[src/rtl/adder_pkg.sv]
`default_nettype none
// ============================================================================
//  Module      : adder_pkg
//  Description : Shared helpers for the adder family: a clog2 function and a
//                macro that rejects a WIDTH that is not a multiple of BLOCK.
//  Revision    : 1.0  initial release
// ============================================================================

`ifndef ADDER_PKG_CHECK_MACROS
`define ADDER_PKG_CHECK_MACROS
// Elaboration-time guard: a slice width that does not tile the operand is illegal.
`define ADDER_CHECK_BLOCK_DIVIDES(W, B) \
    if (((W) % (B)) != 0) begin : g_bad_block_size \
        $fatal(1, "adder: WIDTH must be a multiple of BLOCK"); \
    end
`endif

package adder_pkg;

    // Ceiling log2, for sizing counters and indices in adder variants.
    function automatic int clog2(input int value);
        int r;
        r = 0;
        for (int v = value - 1; v > 0; v = v >> 1) begin
            r = r + 1;
        end
        return r;
    endfunction

endpackage

`default_nettype wire

[src/rtl/cla_block.sv]
`default_nettype none
// ============================================================================
//  Module      : cla_block
//  Description : Combinational BLOCK-bit carry-lookahead slice. Every carry is
//                expanded as a flat sum of generate/propagate products so no
//                carry depends on a rippled neighbour.
//  Revision    : 1.0  initial release
// ============================================================================

module cla_block #(
    parameter int BLOCK = 8
) (
    input  logic [BLOCK-1:0] a,
    input  logic [BLOCK-1:0] b,
    input  logic             cin,
    output logic [BLOCK-1:0] sum,
    output logic             cout,
    output logic             c_msb_in
);

    logic [BLOCK-1:0] w_p;
    logic [BLOCK-1:0] w_g;
    logic [BLOCK:0]   w_c;
    logic             w_run;
    logic             w_term;

    assign w_p = a ^ b;
    assign w_g = a & b;

    // Lookahead carries: c[i+1] = g[i] | p[i]g[i-1] | ... | p[i..0]cin
    always_comb begin
        w_c    = '0;
        w_run  = 1'b0;
        w_term = 1'b0;
        w_c[0] = cin;
        for (int i = 0; i < BLOCK; i++) begin
            w_term = w_g[i];
            w_run  = 1'b1;
            for (int j = i - 1; j >= 0; j--) begin
                w_run  = w_run & w_p[j+1];
                w_term = w_term | (w_run & w_g[j]);
            end
            w_run      = w_run & w_p[0];
            w_c[i+1]   = w_term | (w_run & cin);
        end
    end

    assign sum      = w_p ^ w_c[BLOCK-1:0];
    assign cout     = w_c[BLOCK];
    assign c_msb_in = w_c[BLOCK-1];

endmodule

`default_nettype wire

[src/rtl/pipelined_cla_adder.sv]
`default_nettype none
// ============================================================================
//  Module      : pipelined_cla_adder
//  Description : WIDTH-bit adder/subtractor split into BLOCK-bit lookahead
//                slices, one slice per pipeline stage, with a global-enable
//                valid/ready pipeline. Reports carry-out and signed overflow.
//  Revision    : 1.0  initial release
// ============================================================================

module pipelined_cla_adder
    import adder_pkg::*;
#(
    parameter int WIDTH = 32,
    parameter int BLOCK = 8
) (
    input  logic             clk,
    input  logic             rst,
    input  logic             in_valid,
    output logic             in_ready,
    input  logic [WIDTH-1:0] in_a,
    input  logic [WIDTH-1:0] in_b,
    input  logic             in_cin,
    input  logic             in_sub,
    output logic             out_valid,
    input  logic             out_ready,
    output logic [WIDTH-1:0] out_sum,
    output logic             out_cout,
    output logic             out_ovf
);

    localparam int NUM_STAGES = WIDTH / BLOCK;

    `ADDER_CHECK_BLOCK_DIVIDES(WIDTH, BLOCK)

    logic                  w_adv;
    logic [WIDTH-1:0]      w_b_eff;
    logic                  w_c0;

    logic [NUM_STAGES-1:0] r_valid;
    logic [NUM_STAGES-1:0] r_carry;
    logic                  r_ovf;
    logic [WIDTH-1:0]      r_a     [NUM_STAGES];
    logic [WIDTH-1:0]      r_b     [NUM_STAGES];
    logic [WIDTH-1:0]      r_sum   [NUM_STAGES];

    logic [WIDTH-1:0]      w_next_sum   [NUM_STAGES];
    logic [BLOCK-1:0]      w_slice_sum  [NUM_STAGES];
    logic [NUM_STAGES-1:0] w_slice_cout;
    logic                  w_slice_cmsb [NUM_STAGES];

    // Whole pipeline moves together whenever the output register is free or draining.
    assign w_adv    = ~out_valid | out_ready;
    assign in_ready = w_adv;

    // Subtraction is A + ~B + 1, so the incoming carry is forced high.
    assign w_b_eff = in_sub ? ~in_b : in_b;
    assign w_c0    = in_sub | in_cin;

    for (genvar k = 0; k < NUM_STAGES; k++) begin : g_stage
        localparam logic [WIDTH-1:0] c_SLICE_MASK = WIDTH'({BLOCK{1'b1}}) << (k * BLOCK);

        logic [BLOCK-1:0] w_sa;
        logic [BLOCK-1:0] w_sb;
        logic             w_ci;

        if (k == 0) begin : g_first
            assign w_sa          = in_a[BLOCK-1:0];
            assign w_sb          = w_b_eff[BLOCK-1:0];
            assign w_ci          = w_c0;
            assign w_next_sum[k] = WIDTH'(w_slice_sum[k]);
        end else begin : g_next
            assign w_sa          = r_a[k-1][k*BLOCK +: BLOCK];
            assign w_sb          = r_b[k-1][k*BLOCK +: BLOCK];
            assign w_ci          = r_carry[k-1];
            // Resolved lower bits ride along; this slice fills in its own window.
            assign w_next_sum[k] = (r_sum[k-1] & ~c_SLICE_MASK)
                                 | (WIDTH'(w_slice_sum[k]) << (k * BLOCK));
        end

        cla_block #(
            .BLOCK (BLOCK)
        ) u_cla (
            .a        (w_sa),
            .b        (w_sb),
            .cin      (w_ci),
            .sum      (w_slice_sum[k]),
            .cout     (w_slice_cout[k]),
            .c_msb_in (w_slice_cmsb[k])
        );
    end

    // Stage registers: valid chain, operand skew, partial sums and slice carries.
    always_ff @(posedge clk or posedge rst) begin
        if (rst) begin
            r_valid <= '0;
            r_carry <= '0;
            r_ovf   <= 1'b0;
            for (int k = 0; k < NUM_STAGES; k++) begin
                r_a[k]   <= '0;
                r_b[k]   <= '0;
                r_sum[k] <= '0;
            end
        end else if (w_adv) begin
            r_valid[0] <= in_valid;
            r_a[0]     <= in_a;
            r_b[0]     <= w_b_eff;
            for (int k = 1; k < NUM_STAGES; k++) begin
                r_valid[k] <= r_valid[k-1];
                r_a[k]     <= r_a[k-1];
                r_b[k]     <= r_b[k-1];
            end
            for (int k = 0; k < NUM_STAGES; k++) begin
                r_sum[k] <= w_next_sum[k];
            end
            r_carry <= w_slice_cout;
            r_ovf   <= w_slice_cmsb[NUM_STAGES-1] ^ w_slice_cout[NUM_STAGES-1];
        end
    end

    assign out_valid = r_valid[NUM_STAGES-1];
    assign out_sum   = r_sum[NUM_STAGES-1];
    assign out_cout  = r_carry[NUM_STAGES-1];
    assign out_ovf   = r_ovf;

endmodule

`default_nettype wire

[config.mk]
export PLATFORM = sky130hd
export DESIGN_NAME = pipelined_cla_adder
export DESIGN_NICKNAME = d
export VERILOG_FILES = /design/src/rtl/adder_pkg.sv /design/src/rtl/cla_block.sv /design/src/rtl/pipelined_cla_adder.sv
export SDC_FILE = /design/constraint.sdc
export NUM_CORES = 1
export LEC_CHECK = 0
export ABC_AREA = 1
export CORE_ASPECT_RATIO = 1.5
export CORE_MARGIN = 5
export CORE_UTILIZATION = 30
export DETAILED_ROUTE_END_ITERATION = 8
export GPL_TIMING_DRIVEN = 0
export MAX_ROUTING_LAYER = met4
export PLACE_DENSITY = 0.46
export SLEW_MARGIN = 20
export SYNTH_ARGS = -nofsm -noshare
export SYNTH_HDL_FRONTEND = slang
export SYNTH_HIERARCHICAL = 1
export SYNTH_SLANG_ARGS = --single-unit
[constraint.sdc]
create_clock -name clk -period 8.6 [get_ports clk]
set_input_delay 0.86 -clock clk [delete_from_list [all_inputs] [get_ports clk]]
set_output_delay 0.86 -clock clk [all_outputs]
set_load 0.01 [all_outputs]
==> impl_metrics.toml, run 1 <==
[status]
status = "completed"

[sta]
clock.fmax_mhz = 284
finalSetupViolCount = 0
max_slew_margin_pct = 61.2
period_needed_ps = 3530
slew_viol_final = 0
fin_setup_tns_ps = 0
fin_skew_ps = 9.11
hold_viol_final = 0
rsz0062_at_grt = "no"
worst_pin_slew_ps = 582
period_share_pct = 41.0

[yosys]
syn_inst = 1176
yosys.area.top_type = "dfrtp_1"
syn-num-nets = 1286
yosys.cell_types.count = 24
synth-seq-cells = 185
syn_area_mm2 = 0.00936
synth.area.top_cells = "dfrtp_1 (49%), nand2_1 (22%), ha_1 (4.8%)"
synth.avg_cell_area_um2 = 7.96
ys_seq_area_share_pct = 49.5
synth.top_cell.area_share_pct = 49.5
ys_warn_count = 6

[clock_network]
clkLatencyLatePin_ps = 430
cts_made_buffers = 17
cts_root_buffer = "clkbuf_16"
htreeDepth = 4
clk_path_buf_depth = 2
cts_tree = "done"
path_clk_slew_ps = 70
hold_buffers = 0
ctsResizeCount = 0
post-cts-setup-buffers = 0
cts_sinks = 185

[pwr]
pwr-share-clk_pct = 20.6
vdd.ir_drop.worst_v = 0.000125
power.net_switching_uw = 1570
p_total_uw = 4120
power-per-cell-area_mw_per_mm2 = 355
pwr-share-seq_pct = 35.9
pwr-share-comb_pct = 43.5
power.leakage_uw = 0.00608
p_sw_share_pct = 38.2
power.internal_uw = 2540

[setup_path]
required_ps = 7740
crit_path_frequent_cell = "clkdlybuf4s50_1"
ff2ff_setup_slack_ps = 6810
cp_num_cells = 6
critPathKind = "in2out"
startpoint = "out_ready"
crit_slowest_cell = "clkdlybuf4s50_1"
worst_r2r_path_depth = 13
crit_buf_inv = 5
reg2reg_from = "g_stage[3].w_sa[1]"
regToRegEndpoint = "out_ovf"
crit_end = "in_ready"
crit_fanout = 10
crit_family = "buffers and inverters"
arrival_ps = 2670
start_kind = "input port"
crit_path_end_kind = "output port"
critical-path-max-stage-delay_ps = 600
worstPathCellList = "clkdlybuf4s50_1 -> inv_1 -> nand2_2 -> buf_4 -> buf_2 -> clkdlybuf4s50_1"

[global_route]
overflow = 0
grt_pass1_vias = 7588
grt_antenna_before_repair = 0
grt_pass1_wl_um = 39600
grt_max_degree = 87
grt_util_all_layers_pct = 14.8

[final_layout]
layout_commonest_cell = "nand2_1"
nets = 1411
area_delta_synth_final_pct = 24.1
drive_gt1_share_pct = 10.7
final_cell_mix = "nand2_1 (554), dfrtp_1 (185), clkdlybuf4s50_1 (104)"
antenna-diode-count = 0

[drt]
drt-met1-wl_um = 10400
ant_nets = 0
routed_wl_um = 24200
wl_per_cell_um = 14.1
dr_total_vias = 7378
top_layer_used = "met4"
first_iter_violations = 305
wl_met2_um = 12600
drc = 0
drtPass1Iterations = 4
wl_met3_um = 664
vias_per_cell = 4.29

[placed_design]
port_buffers = 104
place_hpwl_um = 18100
gp_congestion = 0.802

[floorplan]
die_area_mm2 = 0.0349
fp.dieH_um = 226
io_pins = 106
rows = 79
initial_utilization_pct = 30.3
die_w_um = 154
core-area_mm2 = 0.0309

[job]
drv_cap = 0

[worst_hold_path]
hold_path.class = "reg2reg"
==> Yosys cell counts, drive strengths merged <==
master and count:
nand2 575, dfrtp 185, inv 92, buf 75, nand3 57, o21ai 54
ha 36, nor2 29, xor2 23, a21oi 12, nand4 12, nor3 8
clkbuf 7, fa 4, o21bai 4, clkinv 1, or2 1, xnor2 1
==> metrics by stage <==
step | hold slack (ps) | worst slack [ps] | cell area (µm²) | std cells | util [%]
6_report | 467 | 5070 | 11600 | 1719 | 37.5
3_3_place_gp | 450 | -138 | 10900 | 1685 | 35.3
2_1_floorplan | 420 | 2710 | 9360 | 1176 | -
4_1_cts | 470 | 5020 | 11600 | 1719 | 37.5
5_1_grt | 491 | 4940 | 11600 | 1719 | 37.5
3_5_place_dp | 458 | 5030 | 11000 | 1687 | 35.5
==> power groups by stage <==
stage / clock network, µW / registers (µW) / logic [µW]
6_report: 849 / 1480 / 1790
5_1_grt: 906 / 1530 / 2070
4_1_cts: 875 / 1480 / 1840
3_5_place_dp: 0 / 1500 / 1830
3_3_place_gp: 0 / 1500 / 1810
2_1_floorplan: 0 / 1430 / 1300
==> layer usage <==
layer | vias up | global-route usage (%)
met5 | - | -
met4 | 0 | 4.93
met3 | 22 | 2.29
met2 | 105 | 26.6
met1 | 3409 | 16.9
li1 | 3842 | -
==> registers in the layout (all words and copies together) (netlist names) <==
name and flops:
g_stage.w_sa 24, g_stage.w_sb 24, out_ovf 1, out_sum 32, r_a 24, r_b 24, r_carry 4, r_sum 48
r_valid 4
==> cell families (layout without fill, tap and decap cells) <==
group	count (synthesis)	in the layout	synth area share, %
compound gates	70	70	4.09
xor+xnor	24	24	2.25
fa+ha+maj	40	40	5.67
buf+inv	175	313	9.40
flops	185	185	49.5
simple gates	682	682	29.1
==> worst register-to-register path, stage by stage, from the launching register on <==
cell	delay [ps]
dfrtp_1	390
ha_1	390
nand2_2	110
nand2_2	50
a21oi_2	120
nand2_2	90
nand2_2	80
nand2_2	70
nand2_1	70
nand2_1	60
inv_1	80
nand2_1	50
nand3_1	70
nand2_1	60
==> area by class of cell <==
cell class / instances / area (µm²)
fill: 3276 / 19300
sequential: 185 / 4630
multi-input combinational: 816 / 3850
timing repair buffer: 106 / 1100
buffer: 82 / 529
clock buffer: 23 / 508
tap: 405 / 507
inverter: 93 / 358
clock inverter: 9 / 135
==> how the worst min path moves through the flow <==
stage / to / from / slack [ps] / depth (start not counted)
after floorplan: r_valid[3] / r_valid[2] / 420 / 2
after global placement: r_valid[3] / r_valid[2] / 450 / 2
after detailed placement: r_a[127] / r_a[127] / 460 / 2
after CTS: r_b[94] / r_b[126] / 470 / 2
after global routing: r_a[113] / r_a[113] / 490 / 2
final: r_b[94] / r_b[126] / 470 / 2
Power figures use the tool's default switching activity.
==> run 2, diff against run 1 <==
==> constraint.sdc (replaced) <==
create_clock -name clk -period 3.3 [get_ports clk]
set_input_delay 0.33 -clock clk [delete_from_list [all_inputs] [get_ports clk]]
set_output_delay 0.33 -clock clk [all_outputs]
set_load 0.01 [all_outputs]
==> run 2 against run 1 <==
Cell area rose by 0.63%. Combinational power rose to 2.6 times the previous value. Power rose to 2.6 times the previous value. Hold slack got worse by 210 ps. Via count rose by 0.87%. Clock power rose to 2.5 times the previous value. Sequential power rose to 2.6 times the previous value. Sequential share of layout area fell by 0.25 points. Critical path type unchanged. Largest cell class unchanged.
==> impl_metrics.toml, run 2 (synthesized netlist as in run 1, its figures left out) <==
[pwr]
power.leakage_uw = 0.00611
vdd.ir_drop.worst_v = 0.000348
pwr-share-clk_pct = 20.2
pwr-share-comb_pct = 43.9
power.internal_uw = 6560
power.net_switching_uw = 4150
pwr-share-seq_pct = 35.9
power-per-cell-area_mw_per_mm2 = 917
p_sw_share_pct = 38.7

[clock_network]
cts_root_buffer = "clkbuf_16"
ctsResizeCount = 0
path_clk_slew_ps = 70
hold_buffers = 0
post-cts-setup-buffers = 0
htreeDepth = 4
clkLatencyLatePin_ps = 450
cts_sinks = 185
cts_tree = "done"
cts_made_buffers = 17
clk_path_buf_depth = 2

[drt]
dr_total_vias = 7442
ant_nets = 0
routed_wl_um = 24500
wl_per_cell_um = 14.2
first_iter_violations = 316
drtPass1Iterations = 5
vias_per_cell = 4.32
drc = 0

[global_route]
grt_pass1_vias = 7441
grt_antenna_before_repair = 0
grt_util_all_layers_pct = 15.0
grt_max_degree = 33
grt_pass1_wl_um = 39500
overflow = 0

[final_layout]
post-route-util_pct = 37.8
area_delta_synth_final_pct = 24.8
top_register = "r_sum"
layout_commonest_cell = "nand2_1"
largest_register_ffs = 48
final_area_mm2 = 0.0117
drive_gt1_share_pct = 11.1
nets = 1416
antenna-diode-count = 0
final_cell_mix = "nand2_1 (554), dfrtp_1 (185), clkdlybuf4s50_1 (104)"

[floorplan]
rows = 79
fp.dieH_um = 226
core-area_mm2 = 0.0309
die_area_mm2 = 0.0349
die_w_um = 154
io_pins = 106
initial_utilization_pct = 30.3

[sta]
clock.fmax_mhz = 407
finalSetupViolCount = 0
fin_skew_ps = 9.11
hold_viol_final = 0
rsz0062_at_grt = "no"
period_share_pct = 74.4
max_slew_margin_pct = 59.4
slew_viol_final = 0
setup_ws_ps = 845
period_needed_ps = 2460
whs_ps = 261
worst_pin_slew_ps = 609

[worst_hold_path]
hold_path.class = "in2reg"

[setup_path]
crit_fanout = 10
required_ps = 2970
start_kind = "input port"
critPathKind = "in2out"
crit_path_end_kind = "output port"
arrival_ps = 2130

[placed_design]
place_hpwl_um = 18600
place_ws_ps = 807
place_area_mm2 = 0.0111
port_buffers = 104
gp_congestion = 0.802

[job]
drv_cap = 0

[status]
status = "completed"
-- run 2: changes by cell type in the layout (fill, tap and decap cells not counted), sizes merged --
cell and change:
clkinvlp +1, clkbuf -4, buf +5, inv +1, clkinv +2
-- run 2: final cells by class --
class	instances	area, µm²
Inverter	93	354
Timing Repair Buffer	111	1200
Buffer	82	529
Tap cell	405	507
Clock inverter	13	166
Sequential cell	185	4630
Multi-Input combinational cell	816	3850
Fill cell	3273	19300
Clock buffer	19	453
-- run 2: path summary, 6_finish.rpt --
path,endpoint,start,slack [ps],cells after the start
min,r_b[126],in_sub,260,4
min reg2reg,r_valid[3],r_valid[2],460,2
min in group asynchronous,r_a[122],rst,270,2
max in group asynchronous,out_sum[13],rst,2280,4
max reg2reg,out_ovf,g_stage[3].w_sa[1],1500,13
max,in_ready,out_ready,840,6
-- run 2: layer usage --
layer	GRT usage, %	routed length [µm]	vias to the layer above	share of wire (%)
li1	-	-	3851	-
met1	17.0	10200	3450	42
met2	26.7	13000	123	53
met3	2.69	917	18	3.8
met4	4.76	357	0	1.5
met5	-	0	-	0
-- run 2: worst max-delay path, stage by stage --
cell             delay (ps)
clkdlybuf4s50_1         530
inv_1                    70
nand2_2                 100
buf_4                   210
buf_2                   270
clkdlybuf4s50_1         600
-- run 2: metrics by stage --
| step | setup TNS (ps) | power, µW | std cells |
|---|---|---|---|
| after CTS | 0 | 10900 | 1724 |
| after floorplan | 0 | 7110 | 1176 |
| after detailed placement | 0 | 8700 | 1692 |
| final | 0 | 10700 | 1724 |
| after global placement | -203030 | 8610 | 1685 |
| after global routing | 0 | 11700 | 1724 |
-- run 2: power groups by stage --
| stage | logic, µW | registers, µW | clock network [µW] |
|---|---|---|---|
| final | 4700 | 3850 | 2160 |
| after CTS | 4820 | 3870 | 2240 |
| after global routing | 5420 | 3980 | 2320 |
| after detailed placement | 4800 | 3900 | 0 |
| after global placement | 4720 | 3900 | 0 |
| after floorplan | 3390 | 3720 | 0 |
==> run 3, diff against run 2 <==
--- a/config.mk
+++ b/config.mk
@@ -12,7 +12,7 @@
 export DETAILED_ROUTE_END_ITERATION = 8
 export GPL_TIMING_DRIVEN = 0
 export MAX_ROUTING_LAYER = met4
-export PLACE_DENSITY = 0.46
+export PLACE_DENSITY = 0.48
 export SLEW_MARGIN = 20
 export SYNTH_ARGS = -nofsm -noshare
 export SYNTH_HDL_FRONTEND = slang
==> constraint.sdc (replaced) <==
create_clock -name clk -period 2.1 [get_ports clk]
set_input_delay 0.21 -clock clk [delete_from_list [all_inputs] [get_ports clk]]
set_output_delay 0.21 -clock clk [all_outputs]
set_load 0.01 [all_outputs]
==> run 3 against run 2 <==
Power is 57% higher. First-iteration DRC count is 19% lower. Sequential power is 57% higher. Routed wire length is 0.98% lower. Count of clock-buffer cells in the layout is 1 lower. Critical path depth is 7 higher. Clock skew is 3.8 ps lower. Clock power is 61% higher. Utilization is 0.057 points lower. Cell area is 0.15% lower. Combinational power is 56% higher. Largest power group unchanged.
==> impl_metrics.toml, run 3 (synthesized netlist as in run 1, its figures left out) <==
[status]
status = "completed"

[final_layout]
drive_gt1_share_pct = 10.9
final_cell_mix = "nand2_1 (554), dfrtp_1 (185), clkdlybuf4s50_1 (103)"
area_delta_synth_final_pct = 24.7
final_area_mm2 = 0.0117
layout_commonest_cell = "nand2_1"
largest_register_ffs = 48
fillers = 3294
nets = 1414
top_register = "r_sum"

[drt]
vias_per_cell = 4.31
top_layer_used = "met4"
drtPass1Iterations = 5
dr_total_vias = 7432
wl_met3_um = 816
drt-met1-wl_um = 10200
wl_per_cell_um = 14.1
wl_met2_um = 12500
ant_nets = 0
routed_wl_um = 24200
drc = 0
first_iter_violations = 257

[placed_design]
place_ws_ps = -193
place_hpwl_um = 18400
place_area_mm2 = 0.0110
port_buffers = 104
gp_congestion = 0.830

[floorplan]
fp.dieH_um = 226
io_pins = 106
die_w_um = 154
initial_utilization_pct = 30.3
core-area_mm2 = 0.0309
die_area_mm2 = 0.0349
rows = 79

[sta]
fin_setup_tns_ps = 0
max_slew_margin_pct = 61.7
setup_ws_ps = 290
period_needed_ps = 1810
worst_pin_slew_ps = 574
fin_skew_ps = 5.36
finalSetupViolCount = 0
clock.fmax_mhz = 552
whs_ps = 146
slew_viol_final = 0
hold_viol_final = 0
period_share_pct = 86.2
rsz0062_at_grt = "no"

[job]
drv_cap = 0

[setup_path]
crit_path_end_kind = "flip-flop"
arrival_ps = 2150
crit_path_frequent_cell = "nand2_2"
required_ps = 2440
crit_buf_inv = 1
start_kind = "flip-flop"
crit_family = "simple AND/OR/NAND/NOR gates"
crit_slowest_cell = "dfrtp_1"
worstPathCellList = "ha_1 -> nand2_2 -> nand2_2 -> a21oi_2 -> nand2_2 -> nand2_2 -> nand2_2 -> nand2_1 -> nand2_1 -> inv_1 -> nand2_1 -> nand3_1 -> nand2_1"
critical-path-max-stage-delay_ps = 400
crit_fanout = 6
critPathKind = "reg2reg"

[clock_network]
htreeDepth = 4
hold_buffers = 0
path_clk_slew_ps = 70
cts_tree = "done"
cts_sinks = 185
cts_root_buffer = "clkbuf_16"
clk_path_buf_depth = 2
cts_made_buffers = 17
clkLatencyLatePin_ps = 450

[pwr]
vdd.ir_drop.worst_v = 0.000500
p_total_uw = 16900
power.leakage_uw = 0.00610
power-per-cell-area_mw_per_mm2 = 1450

[global_route]
grt_pass1_wl_um = 39800
grt_antenna_before_repair = 1
grt_pass1_vias = 7665
overflow = 0
grt_max_degree = 33
grt_util_all_layers_pct = 15.0

[worst_hold_path]
hold_path.class = "in2reg"
## run 3: worst register-to-register path, cell delays in order (launching register included)
cell	delay, ps
dfrtp_1	400
ha_1	390
nand2_2	120
nand2_2	50
a21oi_2	120
nand2_2	90
nand2_2	80
nand2_2	70
nand2_1	60
nand2_1	60
inv_1	70
nand2_1	60
nand3_1	60
nand2_1	60
## run 3: area by class of cell
cell class / count / area (µm²) / share of cell area, %
Antenna cell: 1 / 2.50 / 0.0214
Buffer: 81 / 528 / 4.52
Clock buffer: 18 / 439 / 3.76
Clock inverter: 14 / 198 / 1.69
Inverter: 93 / 354 / 3.03
Multi-Input combinational cell: 816 / 3850 / 33.0
Sequential cell: 185 / 4630 / 39.7
Tap cell: 405 / 507 / 4.34
Timing Repair Buffer: 110 / 1160 / 9.94
## run 3: worst paths after layout
kind                                         start          end  slack, ps  cells past startpoint
worst max-delay path            g_stage[3].w_sa[1]      out_ovf        290                     13
worst min-delay path                        in_sub     r_b[126]        150                      4
worst max register to register  g_stage[3].w_sa[1]      out_ovf        290                     13
worst min register to register          r_valid[2]   r_valid[3]        460                      2
max in group asynchronous                      rst  out_sum[12]        940                      5
min in group asynchronous                      rst   out_sum[2]        160                      2
## run 3: layer usage
metal  global-route usage [%]  vias to the layer above
li1                         -                     3842
met1                     16.9                     3448
met5                        -                        -
met4                     5.56                        0
met3                     2.71                       30
met2                     26.6                      112
## run 3: through the flow
step | instances | utilization (%)
after global placement | 1685 | 35.3
after floorplan | 1176 | -
after detailed placement | 1691 | 35.7
after CTS | 1722 | 37.7
after global routing | 1723 | 37.7
final | 1723 | 37.7
## run 3: repair_timing
item / 4_1_cts / 5_1_grt
buffers inserted: 0 / 0
resized for setup: 2 / 0
endpoints found under the hold margin: 0 / 0
endpoints found under the setup margin: 1 / 0
## run 3: report_power, final
part	internal, µW	switching, µW	leakage, µW
sequential	5140	920	0.00224
combinational	3210	4110	0.00355
clock	2030	1450	0.000306
